<file path="config.mk">
export PLATFORM = sky130hd
export DESIGN_NAME = reg_dump_flat
export DESIGN_NICKNAME = d
export VERILOG_FILES = /design/src/rtl/reg_dump_if.sv /design/src/rtl/reg_dump.sv /design/src/flat_wrapper.sv
export SDC_FILE = /design/constraint.sdc
export NUM_CORES = 1
export LEC_CHECK = 0
export ABC_AREA = 1
export CAP_MARGIN = 40
export CORE_ASPECT_RATIO = 0.7
export CORE_MARGIN = 1.5
export CORE_UTILIZATION = 32
export CTS_CLUSTER_DIAMETER = 200
export DETAILED_ROUTE_END_ITERATION = 8
export PLACE_DENSITY = 0.66
export SLEW_MARGIN = 20
export SYNTH_ARGS = -nofsm -noshare
export SYNTH_HDL_FRONTEND = slang
export SYNTH_SLANG_ARGS = --single-unit
</file>
<file path="constraint.sdc">
create_clock -name clk -period 2 [get_ports clk]
set_clock_uncertainty 0.15 [all_clocks]
set_input_delay 0.3 -clock clk [delete_from_list [all_inputs] [get_ports clk]]
set_output_delay 0.3 -clock clk [all_outputs]
set_load 0.01 [all_outputs]
</file>
<file path="src/rtl/reg_dump_if.sv">
// Beat stream carrying dumped register contents from reg_dump to its consumer.
interface reg_dump_if;
    logic        out_valid;
    logic        out_ready;
    logic [4:0]  out_addr;
    logic [31:0] out_data;

    modport master (
        output out_valid,
        output out_addr,
        output out_data,
        input  out_ready
    );

    modport slave (
        input  out_valid,
        input  out_addr,
        input  out_data,
        output out_ready
    );
endinterface

</file>
<file path="src/rtl/reg_dump.sv">
// Dumps an inclusive register range as a valid/ready beat stream, reading two registers per pass
// through the register file's two combinational read ports.
module reg_dump (
    input  logic              clk,
    input  logic              rst,
    input  logic              start,
    input  logic              abort,
    input  logic [4:0]        first_reg,
    input  logic [4:0]        last_reg,
    output logic [4:0]        rd_reg_1,
    output logic [4:0]        rd_reg_2,
    input  logic [31:0]       rd_data_1,
    input  logic [31:0]       rd_data_2,
    reg_dump_if.master        dump,
    output logic              busy,
    output logic              done,
    output logic              err
);

    typedef enum logic [2:0] {
        StIdle,
        StRead,
        StSend0,
        StSend1,
        StDone
    } state_e;

    state_e      state;
    logic [4:0]  cur;
    logic [4:0]  last;
    logic [31:0] buf0;
    logic [31:0] buf1;
    logic        pair;

    // All outputs are registered and set on the transition into the state that presents them.
    always_ff @(posedge clk) begin
        if (rst) begin
            state          <= StIdle;
            cur            <= 5'd0;
            last           <= 5'd0;
            buf0           <= 32'd0;
            buf1           <= 32'd0;
            pair           <= 1'b0;
            rd_reg_1       <= 5'd0;
            rd_reg_2       <= 5'd0;
            dump.out_valid <= 1'b0;
            dump.out_addr  <= 5'd0;
            dump.out_data  <= 32'd0;
            busy           <= 1'b0;
            done           <= 1'b0;
            err            <= 1'b0;
        end else begin
            done <= 1'b0;
            err  <= 1'b0;
            unique case (state)
                StIdle: begin
                    if (start) begin
                        busy <= 1'b1;
                        if (first_reg <= last_reg) begin
                            cur      <= first_reg;
                            last     <= last_reg;
                            rd_reg_1 <= first_reg;
                            rd_reg_2 <= first_reg + 5'd1;
                            state    <= StRead;
                        end else begin
                            done  <= 1'b1;
                            err   <= 1'b1;
                            state <= StDone;
                        end
                    end
                end
                StRead: begin
                    rd_reg_1 <= 5'd0;
                    rd_reg_2 <= 5'd0;
                    if (abort) begin
                        busy  <= 1'b0;
                        state <= StIdle;
                    end else begin
                        buf0 <= rd_data_1;
                        pair <= (cur < last);
                        if (cur < last) begin
                            buf1 <= rd_data_2;
                        end
                        dump.out_valid <= 1'b1;
                        dump.out_addr  <= cur;
                        dump.out_data  <= rd_data_1;
                        state          <= StSend0;
                    end
                end
                StSend0: begin
                    if (abort) begin
                        dump.out_valid <= 1'b0;
                        dump.out_addr  <= 5'd0;
                        dump.out_data  <= 32'd0;
                        busy           <= 1'b0;
                        state          <= StIdle;
                    end else if (dump.out_ready) begin
                        if (pair) begin
                            dump.out_addr <= cur + 5'd1;
                            dump.out_data <= buf1;
                            state         <= StSend1;
                        end else begin
                            dump.out_valid <= 1'b0;
                            dump.out_addr  <= 5'd0;
                            dump.out_data  <= 32'd0;
                            done           <= 1'b1;
                            state          <= StDone;
                        end
                    end
                end
                StSend1: begin
                    if (abort) begin
                        dump.out_valid <= 1'b0;
                        dump.out_addr  <= 5'd0;
                        dump.out_data  <= 32'd0;
                        busy           <= 1'b0;
                        state          <= StIdle;
                    end else if (dump.out_ready) begin
                        dump.out_valid <= 1'b0;
                        dump.out_addr  <= 5'd0;
                        dump.out_data  <= 32'd0;
                        // Widened compare so a range ending at 31 terminates instead of wrapping.
                        if (({1'b0, cur} + 6'd1) == {1'b0, last}) begin
                            done  <= 1'b1;
                            state <= StDone;
                        end else begin
                            cur      <= cur + 5'd2;
                            rd_reg_1 <= cur + 5'd2;
                            rd_reg_2 <= cur + 5'd3;
                            state    <= StRead;
                        end
                    end
                end
                StDone: begin
                    busy  <= 1'b0;
                    state <= StIdle;
                end
                default: begin
                    busy  <= 1'b0;
                    state <= StIdle;
                end
            endcase
        end
    end

endmodule

</file>
<file path="src/flat_wrapper.sv">
// flat-port wrapper written by rule: the top's interface ports become plain ports
module reg_dump_flat 
  (clk, rst, start, abort, first_reg, last_reg, rd_reg_1, rd_reg_2, rd_data_1, rd_data_2, busy, done, err, dump_out_valid, dump_out_addr, dump_out_data, dump_out_ready);
  reg_dump_if dump_i ();
  input  logic clk;
  input  logic rst;
  input  logic start;
  input  logic abort;
  input  logic [4:0] first_reg;
  input  logic [4:0] last_reg;
  output logic [4:0] rd_reg_1;
  output logic [4:0] rd_reg_2;
  input  logic [31:0] rd_data_1;
  input  logic [31:0] rd_data_2;
  output logic busy;
  output logic done;
  output logic err;
  output wire logic [$bits(dump_i.out_valid)-1:0] dump_out_valid;
  output wire logic [$bits(dump_i.out_addr)-1:0] dump_out_addr;
  output wire logic [$bits(dump_i.out_data)-1:0] dump_out_data;
  input wire logic [$bits(dump_i.out_ready)-1:0] dump_out_ready;
  assign dump_out_valid = dump_i.out_valid;
  assign dump_out_addr = dump_i.out_addr;
  assign dump_out_data = dump_i.out_data;
  assign dump_i.out_ready = dump_out_ready;
  reg_dump u_core (.clk(clk), .rst(rst), .start(start), .abort(abort), .first_reg(first_reg), .last_reg(last_reg), .rd_reg_1(rd_reg_1), .rd_reg_2(rd_reg_2), .rd_data_1(rd_data_1), .rd_data_2(rd_data_2), .dump(dump_i), .busy(busy), .done(done), .err(err));
endmodule
</file>
After elaboration in Yosys (flattened, before gate mapping)
Index checks and enable logic that the tools add are counted.
{"block": "word_totals", "register_bits": 97, "input_bits": 79, "out_inout_bits": 51, "word_cells": 107}
{"block": "classes", "addsub": 5, "n_lt_le_gt_ge": 2, "eq_ne": 14, "mux": 56, "bitwise": 2, "n_reduce_logical": 15}
{"op": "32-bit 2-to-1 mux", "n": 6}
{"op": "32-bit case mux with 3 select lines", "n": 1}
{"op": "5-bit 2-to-1 mux", "n": 16}
{"op": "5-bit case mux with 3 select lines", "n": 3}
{"op": "3-bit 2-to-1 mux", "n": 8}
{"op": "1-bit 2-to-1 mux", "n": 16}
{"op": "3-bit case mux with 4 select lines", "n": 1}
{"op": "6-bit AND reduction", "n": 2}
{"op": "5-bit by 1-bit adder with 5-bit output (second input constant)", "n": 2}
{"op": "5-bit by 2-bit adder with 5-bit output (second input constant)", "n": 2}
{"op": "2-bit inequality test (second input constant)", "n": 5}
{"op": "5-bit case mux with 2 select lines", "n": 1}
{"op": "3-bit inequality test (second input constant)", "n": 3}
{"op": "3-bit AND reduction", "n": 3}
{"op": "5-bit by 1-bit adder with 6-bit output (second input constant)", "n": 1}
{"op": "3-bit by 2-bit equality test with 1-bit output (second input constant)", "n": 2}
{"op": "6-bit by 5-bit equality test with 1-bit output", "n": 1}
{"op": "1-bit case mux with 3 select lines", "n": 2}
{"op": "3-bit nonzero test", "n": 2}
{"op": "5-bit <= comparator", "n": 1}
{"op": "5-bit less-than comparator", "n": 1}
{"op": "5-bit AND reduction", "n": 1}
{"op": "2-bit by 1-bit inequality test with 1-bit output (second input constant)", "n": 2}
{"op": "2-bit AND reduction", "n": 2}
{"op": "9 further kinds", "n": 10}

Longest topological paths before layout
Gate-level depths: netlist of the first run.
{"block": "logic_depth", "depth_word": 6, "depth_mapped": 14, "depth_no_buf": 14}

Worst setup path after synthesis of the first run
No wires, ideal clock.
{"block": "synth_path", "path_kind": "reg-to-reg", "startpoint": "register u_core.cur[0]", "endpoint": "register u_core.rd_reg_2[2]", "setup_ps": 115, "arrival_ps": 1697, "required_ps": 1735, "setup_slack_ps": 38, "path_stages_with_launch": 12, "path_buffers": 1, "synth_period_minus_slack_ps": 1962, "path_cell_list": "dfxtp_1 > inv_1 > ha_1 > nand2_1 > nand3_1 > nor2_1 > nand2_1 > nor2_2 > nand3_2 > buf_2 > a21oi_1 > nor2_1"}
{"block": "synth_via", "elab_chain_len": 5, "word_cells_on_any_way": 9, "cone_classes": "add/sub: 2; eq/ne: 2; mux: 4; reduce/logical: 1"}
{"item": "from (decl)", "line_no": "reg_dump.sv:29", "source": "logic [4:0] cur;"}
{"item": "from (signal assigned)", "line_no": "reg_dump.sv:60", "source": "cur <= first_reg;"}
{"item": "from (signal assigned)", "line_no": "reg_dump.sv:127", "source": "cur <= cur + 5'd2;"}
{"item": "branches (longest 5 deep; another with 5-bit by 1-bit adder with 6-bit output)"}
{"item": "to (signal assigned)", "line_no": "reg_dump.sv:63", "source": "rd_reg_2 <= first_reg + 5'd1;"}
{"item": "to (signal assigned)", "line_no": "reg_dump.sv:129", "source": "rd_reg_2 <= cur + 5'd3;"}
{"item": "to (decl)", "line_no": "reg_dump.sv:11", "source": "output logic [4:0] rd_reg_2,"}
Parallel ways; which one is timed is not known. The select of a mux whose other input is x is not followed.
A chain may end at the register's enable or synchronous reset.

Final worst setup path of the first run
{"block": "layout_path", "startpoint": "register u_core.cur[1]", "endpoint": "register u_core.rd_reg_2[2]"}
Same word-level chain as after synthesis.

==> results of run 1 <==
## through the flow
stage	hold slack [ns]	instance area [um^2]	cells
global placement	0.2999	6402	982
finish	0.1578	7066	1005
detailed placement	0.3043	6402	982
floorplan	0.3048	4597	645
global route	0.1797	7066	1005
CTS	0.2620	6720	998
## Yosys cell counts, drive strengths merged (4+ instances only)
library cell  count  share of area
ha               15          0.041
o22ai             4         0.0054
nand2           140           0.12
inv              51          0.042
a21oi            34          0.038
o21ai            49          0.053
a31oi            36          0.049
nand3            72          0.082
dfxtp            97           0.42
nor2             91          0.079
nand4             5         0.0068
buf              18          0.026
clkbuf           19          0.016
nor3              4         0.0065
## logic make-up (layout without fill, tap and decap cells)
logic type / count (synthesis) / count (layout) / share of synthesized area
and+or+nand+nor: 313 / 313 / 0.2926
buffers and inverters: 88 / 258 / 0.08274
xor gates and xnor gates: 2 / 2 / 0.003811
AOI/OAI and AO/OA: 130 / 130 / 0.1576
adders and majority gates: 15 / 15 / 0.04083
DFF: 97 / 97 / 0.4224
## per-layer routing
layer | vias up | GRT usage | routed length [um]
li1 | 2477 | - | -
met1 | 2249 | 0.2834 | 7371
met2 | 128 | 0.2709 | 5940
met3 | 10 | 0.04167 | 839
met4 | 0 | 0.04040 | 96
met5 | - | 0 | 0
## layout make-up
cell class                 count  area, um^2  area share
multi-input combinational    460        2564      0.3628
sequential                    97        1947      0.2755
timing repair buffer         191        1841      0.2605
tap                          190       237.7     0.03365
clock buffer                  10       229.0     0.03241
inverter                      51       193.9     0.02745
clock inverter                 6       53.80    0.007615
## what timing repair did
action	4_1_cts	5_1_grt
hold endpoints to repair	0	0
buffers inserted	0	7
hold buffers	0	0
endpoints found under the setup margin	20	55
pin swaps	1	31
resized for setup	7	88
## placed cells by master, fill, tap and decap left out, drive strengths merged, types with 4 or more instances in the layout
| master | netlist | layout |
|---|---|---|
| nor3 | 4 | 4 |
| nand4 | 5 | 5 |
| clkbuf | 19 | 10 |
| clkdlybuf4s50 | 0 | 120 |
| o22ai | 4 | 4 |
| dlymetal6s2s | 0 | 8 |
| nor2 | 91 | 91 |
| a31oi | 36 | 36 |
| inv | 51 | 56 |
| nand3 | 72 | 72 |
| nand2 | 140 | 140 |
| dfxtp | 97 | 97 |
| a21oi | 34 | 34 |
| buf | 18 | 63 |
| ha | 15 | 15 |
| o21ai | 49 | 49 |
## power breakdown
| part | internal, W | switching (W) | leakage [nW] | total (W) |
|---|---|---|---|---|
| combinational | 0.000766 | 0.000840 | 1.84 | 0.00161 |
| sequential | 0.00209 | 0.0000969 | 0.790 | 0.00219 |
| clock | 0.000872 | 0.000808 | 0.136 | 0.00168 |
## final timing paths
kind | end | from | cells after the start
hold reg to reg | u_core.rd_reg_2[0] | u_core.rd_reg_2[0] | 2
setup / recovery | u_core.rd_reg_2[2] | u_core.cur[1] | 13
setup reg to reg | u_core.rd_reg_2[2] | u_core.cur[1] | 13
hold / removal | u_core.last[3] | last_reg[3] | 3
## worst register-to-register path, cell delays in order (launching register included)
cell and delay (ns):
dfxtp_2 0.34, buf_4 0.16, ha_4 0.18, inv_2 0.07
nand2_4 0.06, nand2_2 0.07, nand2_1 0.05, nand2_1 0.07
nand2_2 0.07, nor2_4 0.14, nand3_4 0.14, buf_6 0.17
a21oi_2 0.11, nor2_1 0.05
==> results.yml, run 1 <==
timing:
  slew_violations: 0
  clock.fmax_mhz: 522.4
  fin_crit_sh: 0.9571
  post-route-min-period_ns: 1.914
  rsz0062_at_grt: "yes"
  fin_tns_setup_ns: 0
  slew_headroom: 0.5945
  final-setup-viol-count: 0
  worst-slew-pin-transition_ns: 0.6083
  hold_viol: 0
  setup_ws_ns: 0.08575
logic_synthesis:
  synth_ff_type: "dfxtp_1"
  post_synth.cell_area_avg_um2: 7.127
  synth_cell_types: 34
  ys_seq_area_frac: 0.4224
  syn_inst: 645
  yosys_warnings: 0
  synth-seq-cells: 97
  syn_area_um2: 4597
  synth_edf_count: 0
  synthArstFlopShare: 0
  synth_nets: 739
placement:
  gp_congestion: 0.8927
  pre_cts_slack_ns: -0.4572
  hpwl_mm: 10.28
  portBuffers: 129
outcome:
  status: "completed"
worst_setup_path:
  crit_type: "reg2reg"
  critical_path_arrival_ns: 2.01
  critPathLaunchType: "flop"
  worstSetupEndpointType: "flop"
  cp_num_buf_inv: 3
  cpMaxStageDelayCell: "dfxtp_2"
  rrSetupSlack_ns: 0.09
  crit_path_cell_trace: "buf_4, ha_4, inv_2, nand2_4, nand2_2, nand2_1, nand2_1, nand2_2, nor2_4, nand3_4, buf_6, a21oi_2, nor2_1"
  cp.required_ns: 2.09
  path_delay_family: "simple AND/OR/NAND/NOR gates"
  cp_max_fo: 5
  max_stage_delay_ns: 0.34
grt:
  grt_pass1_vias: 4323
  grt_usage: 0.1879
  grt_remaining_overflow: 0
  grt_max_degree: 53
  antenna_found_initial: 0
  grt_pass1_wl_mm: 22.63
clocking:
  clk_path_buf_depth: 2
  cts_made_buffers: 9
  clkLatencyLatePin_ns: 0.34
  cts_sinks: 97
  cts_tree: "built"
  cts.clk_slew.worst_paths_ns: 0.07
  cts_root_buffer: "clkbuf_16"
  htreeDepth: 3
floorplanning:
  fp.dieH_um: 103.3
  rows: 36
  io_pins: 130
  start_util: 0.3292
  core_um2: 13960
  die_width_um: 146.3
  die_area_um2: 15110
finish:
  post-route-util: 0.5060
  drive_gt1_frac: 0.2012
  reg_top3: "u_core.buf1: 32 flops, u_core.dump.out_data: 32 flops"
  area_delta_synth_final_pct: 53.70
  fin_nets: 904
  fillers: 1381
  num_antenna_cells: 0
route:
  vias: 4864
  wl_mm: 14.25
  post-route-drc-count: 0
  drt_pass1_iterations: 5
  drt_iter0_drc: 299
  viasPerCell: 4.840
  wl_per_cell_um: 14.18
  final_antenna_net_count: 0
min_path:
  hold_class: "in2reg"
pwr:
  power.total_w: 0.005472
  peakVddDrop_mv: 0.4571
  power.density_nw_per_um2: 774.5
  leakagePower_nw: 2.761
job:
  cap_violations: 0
Note: power is estimated with default switching activity, not from simulation.
==> inputs of run 2 (changes only) <==
--- a/config.mk
+++ b/config.mk
@@ -9,10 +9,10 @@
 export CAP_MARGIN = 40
 export CORE_ASPECT_RATIO = 0.7
 export CORE_MARGIN = 1.5
-export CORE_UTILIZATION = 32
+export CORE_UTILIZATION = 43
 export CTS_CLUSTER_DIAMETER = 200
 export DETAILED_ROUTE_END_ITERATION = 8
-export PLACE_DENSITY = 0.66
+export PLACE_DENSITY = 0.82
 export SLEW_MARGIN = 20
 export SYNTH_ARGS = -nofsm -noshare
 export SYNTH_HDL_FRONTEND = slang
==> run 2 against run 1 <==
  * The run now ends with negative setup slack left
  * Combinational power increased by 11%
  * Sequential share of layout area decreased by 0.45 points
  * Design area increased by 1.9%
  * Die area decreased by 25%
  * First-iteration DRC count increased by 40%
  * Critical path depth increased by 1
  * Sequential power about the same
  * Highest routed layer unchanged
  * Largest cell class unchanged
  * Non-clock buffer count increased by 2
  * Worst hold slack improved by 0.012 ns
  * Register-to-register slack got worse by 0.08 ns
  * Sequential cell count unchanged
==> results.yml, run 2 (synthesized netlist as in run 1, its figures left out) <==
route:
  vias: 5230
  wl_per_cell_um: 16.59
  final_antenna_net_count: 0
  drt_pass1_iterations: 5
  drt_iter0_drc: 420
  viasPerCell: 5.494
  wl_mm: 15.79
  post-route-drc-count: 0
clocking:
  cts_tree: "built"
  clkLatencyLatePin_ns: 0.35
  cts_made_buffers: 9
  cts.clk_slew.worst_paths_ns: 0.07
  holdBufCountCts: 0
  htreeDepth: 3
  cts_sinks: 97
  cts_root_buffer: "clkbuf_16"
  clk_path_buf_depth: 2
placement:
  gp_congestion: 0.9056
  place_area_um2: 6332
  portBuffers: 129
  placedCellCount: 921
  hpwl_mm: 10.80
finish:
  layout_commonest_cell: "clkdlybuf4s50_1"
  reg_top3: "u_core.buf1: 32 flops, u_core.dump.out_data: 32 flops"
  area_delta_synth_final_pct: 56.67
  fin_cells: 952
  design_area_um2: 7202
  multiInputGateArea_um2: 2597
  fillers: 795
  ff_latch_area_um2: 1952
  num_antenna_cells: 0
  fin_nets: 909
  drive_gt1_frac: 0.2085
  layout_common_cells: "125 x clkdlybuf4s50_1, 116 x nand2_1, 91 x dfxtp_1, 80 x nor2_1, 64 x nand3_1"
grt:
  grt_usage: 0.2551
  grt_max_degree: 53
  grt_pass1_wl_mm: 22.65
  antenna_found_initial: 0
  grt_pass1_vias: 4710
  grt_remaining_overflow: 0
min_path:
  hold_class: "in2reg"
  hold_end: "u_core.last[4]"
  min_path_cells: 3
  hp-start: "last_reg[4]"
timing:
  clock.fmax_mhz: 494.2
  hold_viol: 0
  fin_crit_sh: 1.012
  holdWs_ns: 0.1700
  post-route-min-period_ns: 2.024
  worst-slew-pin-transition_ns: 0.6157
  slew_violations: 0
  final-setup-viol-count: 2
  slew_headroom: 0.5895
  setup_ws_ns: -0.02365
  fin_tns_setup_ns: -0.02510
  rsz0062_at_grt: "yes"
worst_setup_path:
  max_stage_delay_ns: 0.49
  critical_path_arrival_ns: 2.14
  critPathLaunchType: "primary input"
  rr_startpoint: "u_core.cur[1]"
  cp_max_fo: 7
  cp.required_ns: 2.12
  cpMaxStageDelayCell: "clkdlybuf4s50_1"
  rrSetupSlack_ns: 0.01
  crit_path_cell_trace: "clkdlybuf4s50_1, inv_1, ha_4, nand2_2, nor2_4, nand2_1, nand3_2, nand3_2, nand2_2, nor2_4, buf_12, nand2_4, nand2_1, a21oi_1"
  r2r-end: "u_core.rd_reg_1[4]"
  worstSetupEndpointType: "flop"
  crit_type: "in2reg"
  ff2ff_path_depth: 12
pwr:
  power_frac_comb: 0.317
  leakagePower_nw: 2.786
  seqPwrFrac: 0.391
  peakVddDrop_mv: 0.4912
  power_switching_share: 0.3228
  p_switching_w: 0.001821
  power.density_nw_per_um2: 783.4
  clkPwrFrac: 0.292
  intPower_w: 0.003821
job:
  cap_violations: 0
floorplanning:
  rows: 31
  die_area_um2: 11330
  fp.dieH_um: 89.51
  start_util: 0.4439
  io_pins: 130
  core_um2: 10360
  die_width_um: 126.6
outcome:
  status: "finished, violations left"
  violations: "negative setup slack"
[run 2: cell types whose count changed in the layout (fill, tap and decap cells not counted), moves of 7 or more]
cell | previous run | this run
buf_4 | 53 | 46
nand2_1 | 123 | 116
nand2_2 | 11 | 19
nand3_1 | 54 | 64
nand3_2 | 16 | 7
[run 2: how the worst max path moves through the flow]
stage                       start                 end  depth (start not counted)
CTS                 u_core.cur[1]       u_core.cur[4]                         13
detailed placement    last_reg[4]  u_core.rd_reg_1[2]                         12
global placement      last_reg[4]  u_core.rd_reg_1[3]                         12
finish                last_reg[2]  u_core.rd_reg_2[0]                         14
floorplan           u_core.cur[0]  u_core.rd_reg_2[2]                         11
global route         first_reg[2]  u_core.rd_reg_2[0]                         13
[run 2: layer usage]
| metal | up-vias | track usage | share of wire |
|---|---|---|---|
| met5 | - | 0 | 0 |
| met3 | 27 | 0.06044 | 0.075 |
| met4 | 0 | 0.07837 | 0.013 |
| li1 | 2498 | - | - |
| met1 | 2465 | 0.3402 | 0.44 |
| met2 | 240 | 0.4158 | 0.47 |
[run 2: layout make-up]
type,instances,share of cell area
clock inverters,6,0.007123
multi-input cells,462,0.3607
repair buffers,193,0.2759
well taps,132,0.02293
clock buffers,10,0.03179
inverters,51,0.02901
repair inverters,1,0.001564
flip-flops and latches,97,0.2710
[run 2: power by group through the flow]
stage / clock network [W] / logic, W / registers (W)
after floorplan: 0 / 0.000699 / 0.00224
after global placement: 0 / 0.00136 / 0.00222
after global routing: 0.00175 / 0.00192 / 0.00222
after detailed placement: 0 / 0.00140 / 0.00223
after CTS: 0.00166 / 0.00147 / 0.00218
final: 0.00165 / 0.00179 / 0.00221
[run 2: critical path, delay by kind of cell]
family / cells / cell delay [ns]
AND/OR/NAND/NOR: 9 / 0.70
adder cells (fa/ha/maj): 1 / 0.27
buffers and inverters: 3 / 0.73
AO/OA/AOI/OAI: 1 / 0.13
[run 2: what timing repair did]
item,4_1_cts,5_1_grt
endpoints found under the hold margin,0,0
pin swaps,6,30
endpoints found under the setup margin,47,52
resized for setup,14,95
setup buffers,1,7
gates cloned,0,7
[run 2: per-stage QoR]
stage                     setup slack (ns)  total power [W]    util
after global placement             -0.4058         0.003581  0.6115
final                             -0.02365         0.005642  0.6954
after detailed placement           -0.5193         0.003626  0.6115
after CTS                         -0.01467         0.005306  0.6472
after floorplan                    0.03762         0.002944       -
after global routing              -0.09621         0.005892  0.6954
==> patch 1, RTL diff (flow settings as in run 2) <==
Put one more register stage on the output `err`, with the module's reset. The value now appears one clock later. The other outputs are not delayed to match.
--- a/src/rtl/reg_dump.sv
+++ b/src/rtl/reg_dump.sv
@@ -25,6 +25,8 @@
         StDone
     } state_e;
 
+    logic err_s0;
+
     state_e      state;
     logic [4:0]  cur;
     logic [4:0]  last;
@@ -48,10 +50,10 @@
             dump.out_data  <= 32'd0;
             busy           <= 1'b0;
             done           <= 1'b0;
-            err            <= 1'b0;
+            err_s0         <= 1'b0;
         end else begin
             done <= 1'b0;
-            err  <= 1'b0;
+            err_s0 <= 1'b0;
             unique case (state)
                 StIdle: begin
                     if (start) begin
@@ -64,7 +66,7 @@
                             state    <= StRead;
                         end else begin
                             done  <= 1'b1;
-                            err   <= 1'b1;
+                            err_s0 <= 1'b1;
                             state <= StDone;
                         end
                     end
@@ -143,5 +145,13 @@
         end
     end
 
+    always_ff @(posedge clk) begin
+        if (rst) begin
+            err <= '0;
+        end else begin
+            err <= err_s0;
+        end
+    end
+
 endmodule
 
Behaviour: not the same (Yosys sat finds a counterexample within 4 cycles, from zero or initial values and one cycle with rst high).
==> patch 1 against run 2 <==
- synthesized area increased by 2.7%
- sequential cell count increased by 1
- total power is 8.6% higher
- the run still ends with negative setup slack left
- worst setup slack improved by 0.017 ns
- first-iteration DRC count grew 8.6%
- largest cell class unchanged
- non-clock buffer count increased by 1
- cell area increased by 0.50%
- wire length down 5.4%
- critical endpoint is now u_core.cur[1]
- global-route usage decreased by 0.60 points
- critical path depth fell by 1
==> patch 1: results (changes against run 2) <==
detailed_routing:
  drtIter0Drc: 456  # was 420
  wl_met2_mm: 6.94  # was 7.38 mm
  first_pass_iters: 6  # was 5
  met1Wirelength_mm: 6.50  # was 7.02 mm
  wirelength_mm: 14.9  # was 15.8 mm
  wl_met3_mm: 1.41  # was 1.18 mm
sta:
  tns_ns: -0.00776  # was -0.0251 ns
  whs_ns: 0.211  # was 0.170 ns
  setup_viol: 3  # was 2
  tightest_slew_ns: 0.399  # was 0.616 ns
  setup_slack_ns: -0.00638  # was -0.0236 ns
run_status:
  status: "finished, violations left"  # unchanged
  violations: "negative setup slack"  # unchanged
placement:
  dp_cells: 933  # was 921
  place_hpwl_mm: 10.4  # was 10.8 mm
  dp_slack_ns: -0.489  # was -0.519 ns
  postPlaceCellArea_sq_mm: 0.00646  # was 0.00633 sq mm
synthesis:
  yosys-top-cells-area: "dfxtp_1, nor2_1, o21ai_0"  # was dfxtp_1, nand2_1, nand3_1
  ys_top_cells_by_count: "nor2_1, dfxtp_1, nand2_1"  # was nand2_1, dfxtp_1, nor2_1
  synth.net_count: 730  # was 739
  synthAdderAreaFrac: 0.0398  # was 0.0408
  synth_xor_xnor_area_share: 0.00186  # was 0.00381
power_and_ir_drop:
  leakage_nw: 2.95  # was 2.79 nW
  ir_drop_v: 0.000488  # was 0.000491 V
finish:
  drive_gt1_frac: 0.235  # was 0.209
  nFillCells: 834  # was 795
  nets: 901  # was 909
global_routing:
  grt_usage: 0.249  # was 0.255
  grtUsageMet3: 0.0723  # was 0.0604
  grt_use_met2: 0.396  # was 0.416
  grt_pass1_wl_mm: 23.2  # was 22.6 mm
hold_path:
  hold_depth: 4  # was 3
critical_path:
  worstReg2RegStart: "u_core.cur[0]"  # was u_core.cur[1]
  regToRegSetupSlack_ns: 0.04  # was 0.01 ns
  r2r_end: "u_core.rd_reg_1[3]"  # was u_core.rd_reg_1[4]
  critPathLaunch: "last_reg[3]"  # was last_reg[2]
  worstPathArrival_ns: 2.09  # was 2.14 ns
clock_tree:
  cts.path.max_buffers: 2  # unchanged
-- patch 1: worst max path at each step --
stage	slack, ns	endpoint	cells after the start
after global placement	-0.39	u_core.last[4]	11
after detailed placement	-0.49	u_core.last[1]	11
final	-0.006	u_core.cur[1]	13
after floorplan	0.02	u_core.rd_reg_1[0]	14
after CTS	0.0002	u_core.buf1[4]	9
after global routing	-0.11	u_core.rd_reg_1[2]	12
-- patch 1: where the power goes --
group	internal [mW]	switching [mW]	leakage, nW
combinational	1.03	1.11	2.01
sequential	2.18	0.143	0.802
clock	0.868	0.798	0.137
-- patch 1: cell type report --
| type | instances | area share |
|---|---|---|
| Clock buffer | 9 | 0.0311 |
| Clock inverter | 7 | 0.00899 |
| Inverter | 62 | 0.0346 |
| Multi-Input combinational cell | 441 | 0.368 |
| Sequential cell | 98 | 0.272 |
| Tap cell | 148 | 0.0256 |
| Timing Repair Buffer | 194 | 0.258 |
| Timing Repair inverter | 1 | 0.00121 |
==> patch 2, RTL diff (config.mk and constraints of run 2) <==
Without the edit above. Make the reset (`rst`) asynchronous in one clocked block.
--- a/src/rtl/reg_dump.sv
+++ b/src/rtl/reg_dump.sv
@@ -33,7 +33,7 @@
     logic        pair;
 
     // All outputs are registered and set on the transition into the state that presents them.
-    always_ff @(posedge clk) begin
+    always_ff @(posedge clk or posedge rst) begin
         if (rst) begin
             state          <= StIdle;
             cur            <= 5'd0;
Check against the original RTL: differs if rst is asserted again (counterexample within 4 cycles, from zero or initial values and one cycle with rst high); with rst held inactive, the same outputs for 4 cycles.
==> patch 2 against run 2 <==
- the flow still finishes with violations (negative setup slack)
- cell area rose by 8.6%
- worst hold slack got worse by 0.090 ns
- synthesized cell count fell by 13%
- worst setup slack got worse by 0.065 ns
- wire length fell by 2.7%
- synthesized area rose by 11%
- sequential cell count did not move
- critical endpoint is now u_core.rd_reg_2[1]
Power is not compared: it rests on default switching activity, and its combinational part moved more than twofold at a synthesized area within 25%.
==> patch 2: results (changes against run 2) <==
finish:
  drive_gt1_frac: 0.284  # was 0.209
synthesis:
  syn_avg_cell_area_sq_um: 9.08  # was 7.13 sq um
  async_reset_ff_frac: 1.00  # was 0
  synth.net_count: 657  # was 739
placement:
  dp_cells: 879  # was 921
  dp_slack_ns: -0.357  # was -0.519 ns
  postPlaceCellArea_sq_mm: 0.00690  # was 0.00633 sq mm
detailed_routing:
  via_count: 4823  # was 5230
  met1Wirelength_mm: 7.15  # was 7.02 mm
  viasPerCell: 5.30  # was 5.49
  first_pass_iters: 4  # was 5
  wl_met2_mm: 7.21  # was 7.38 mm
  drtIter0Drc: 275  # was 420
  avgRoutedWirePerCell_microns: 16.9  # was 16.6 microns
sta:
  period_minus_slack_ns: 2.09  # was 2.02 ns
  setup_viol: 10  # was 2
  whs_ns: 0.0803  # was 0.170 ns
  tightest_slew_ns: 0.546  # was 0.616 ns
  setup_slack_ns: -0.0885  # was -0.0236 ns
global_routing:
  grt_pass1_vias: 4554  # was 4710
  grt_max_degree: 98  # was 53
critical_path:
  worstPathArrival_ns: 2.22  # was 2.14 ns
  crit_fanout: 8  # was 7
die:
  coreArea_sq_mm: 0.0116  # was 0.0104 sq mm
hold_path:
  hold_end: "u_core.last[2]"  # was u_core.last[4]
run_status:
  violations: "negative setup slack"  # unchanged
  status: "finished, violations left"  # unchanged
-- patch 2: cell count changes in the layout (fill, tap and decap cells not counted), sizes merged, moves of 18 or more --
cell and delta:
nand3 -46, dfrtp +97, nand2 -18, a31oi -36
inv +21, dfxtp -97, o21ai -22, o211ai +29
nor2 -51, o21a +33
-- patch 2: final cells by class --
cell class,instances,share of cell area
Tap cell,157,0.0251
Inverter,76,0.0382
Sequential cell,97,0.311
Clock buffer,11,0.0310
Clock inverter,4,0.00688
Timing Repair Buffer,199,0.255
Multi-Input combinational cell,366,0.333
-- patch 2: kinds of logic after synthesis --
logic type               count (synthesis)  synth area share
adder cells (fa/ha/maj)                 15            0.0367
AND/OR/NAND/NOR                        208             0.179
flip-flops                              97             0.475
multiplexers                             2           0.00392
AO/OA/AOI/OAI                          140             0.207
buffers and inverters                  101            0.0987
-- patch 2: what timing repair did --
item                                    CTS  global route
gates cloned                              3             1
pin swaps                                16            21
endpoints found under the setup margin   40            54
hold endpoints to repair                  0             0
buffers inserted                          8             4
gates resized for setup                  60            61
-- patch 2: per-layer routing --
metal	GRT usage	up-vias
met1	0.334	2393
met2	0.373	165
met5	0	-
met3	0.0507	12
li1	-	2253
met4	0.0634	0
-- patch 2: worst max-delay path: stages, from the launching register on --
cell     delay [ns]
dfrtp_2        0.45
buf_4          0.16
ha_4           0.17
nand2_1        0.08
nand2_1        0.07
nand2_1        0.08
nand2_2        0.07
nor2_4         0.15
buf_6          0.12
nand4_4        0.19
nand3_4        0.19
nand2_1        0.07
nand2_1        0.07
-- patch 2: where the power goes --
group	total, mW	internal [mW]	switching, mW
Sequential	3.43	2.89	0.537
Combinational	6.92	3.31	3.61
Clock	1.74	1.00	0.737
Total	12.1	7.20	4.88
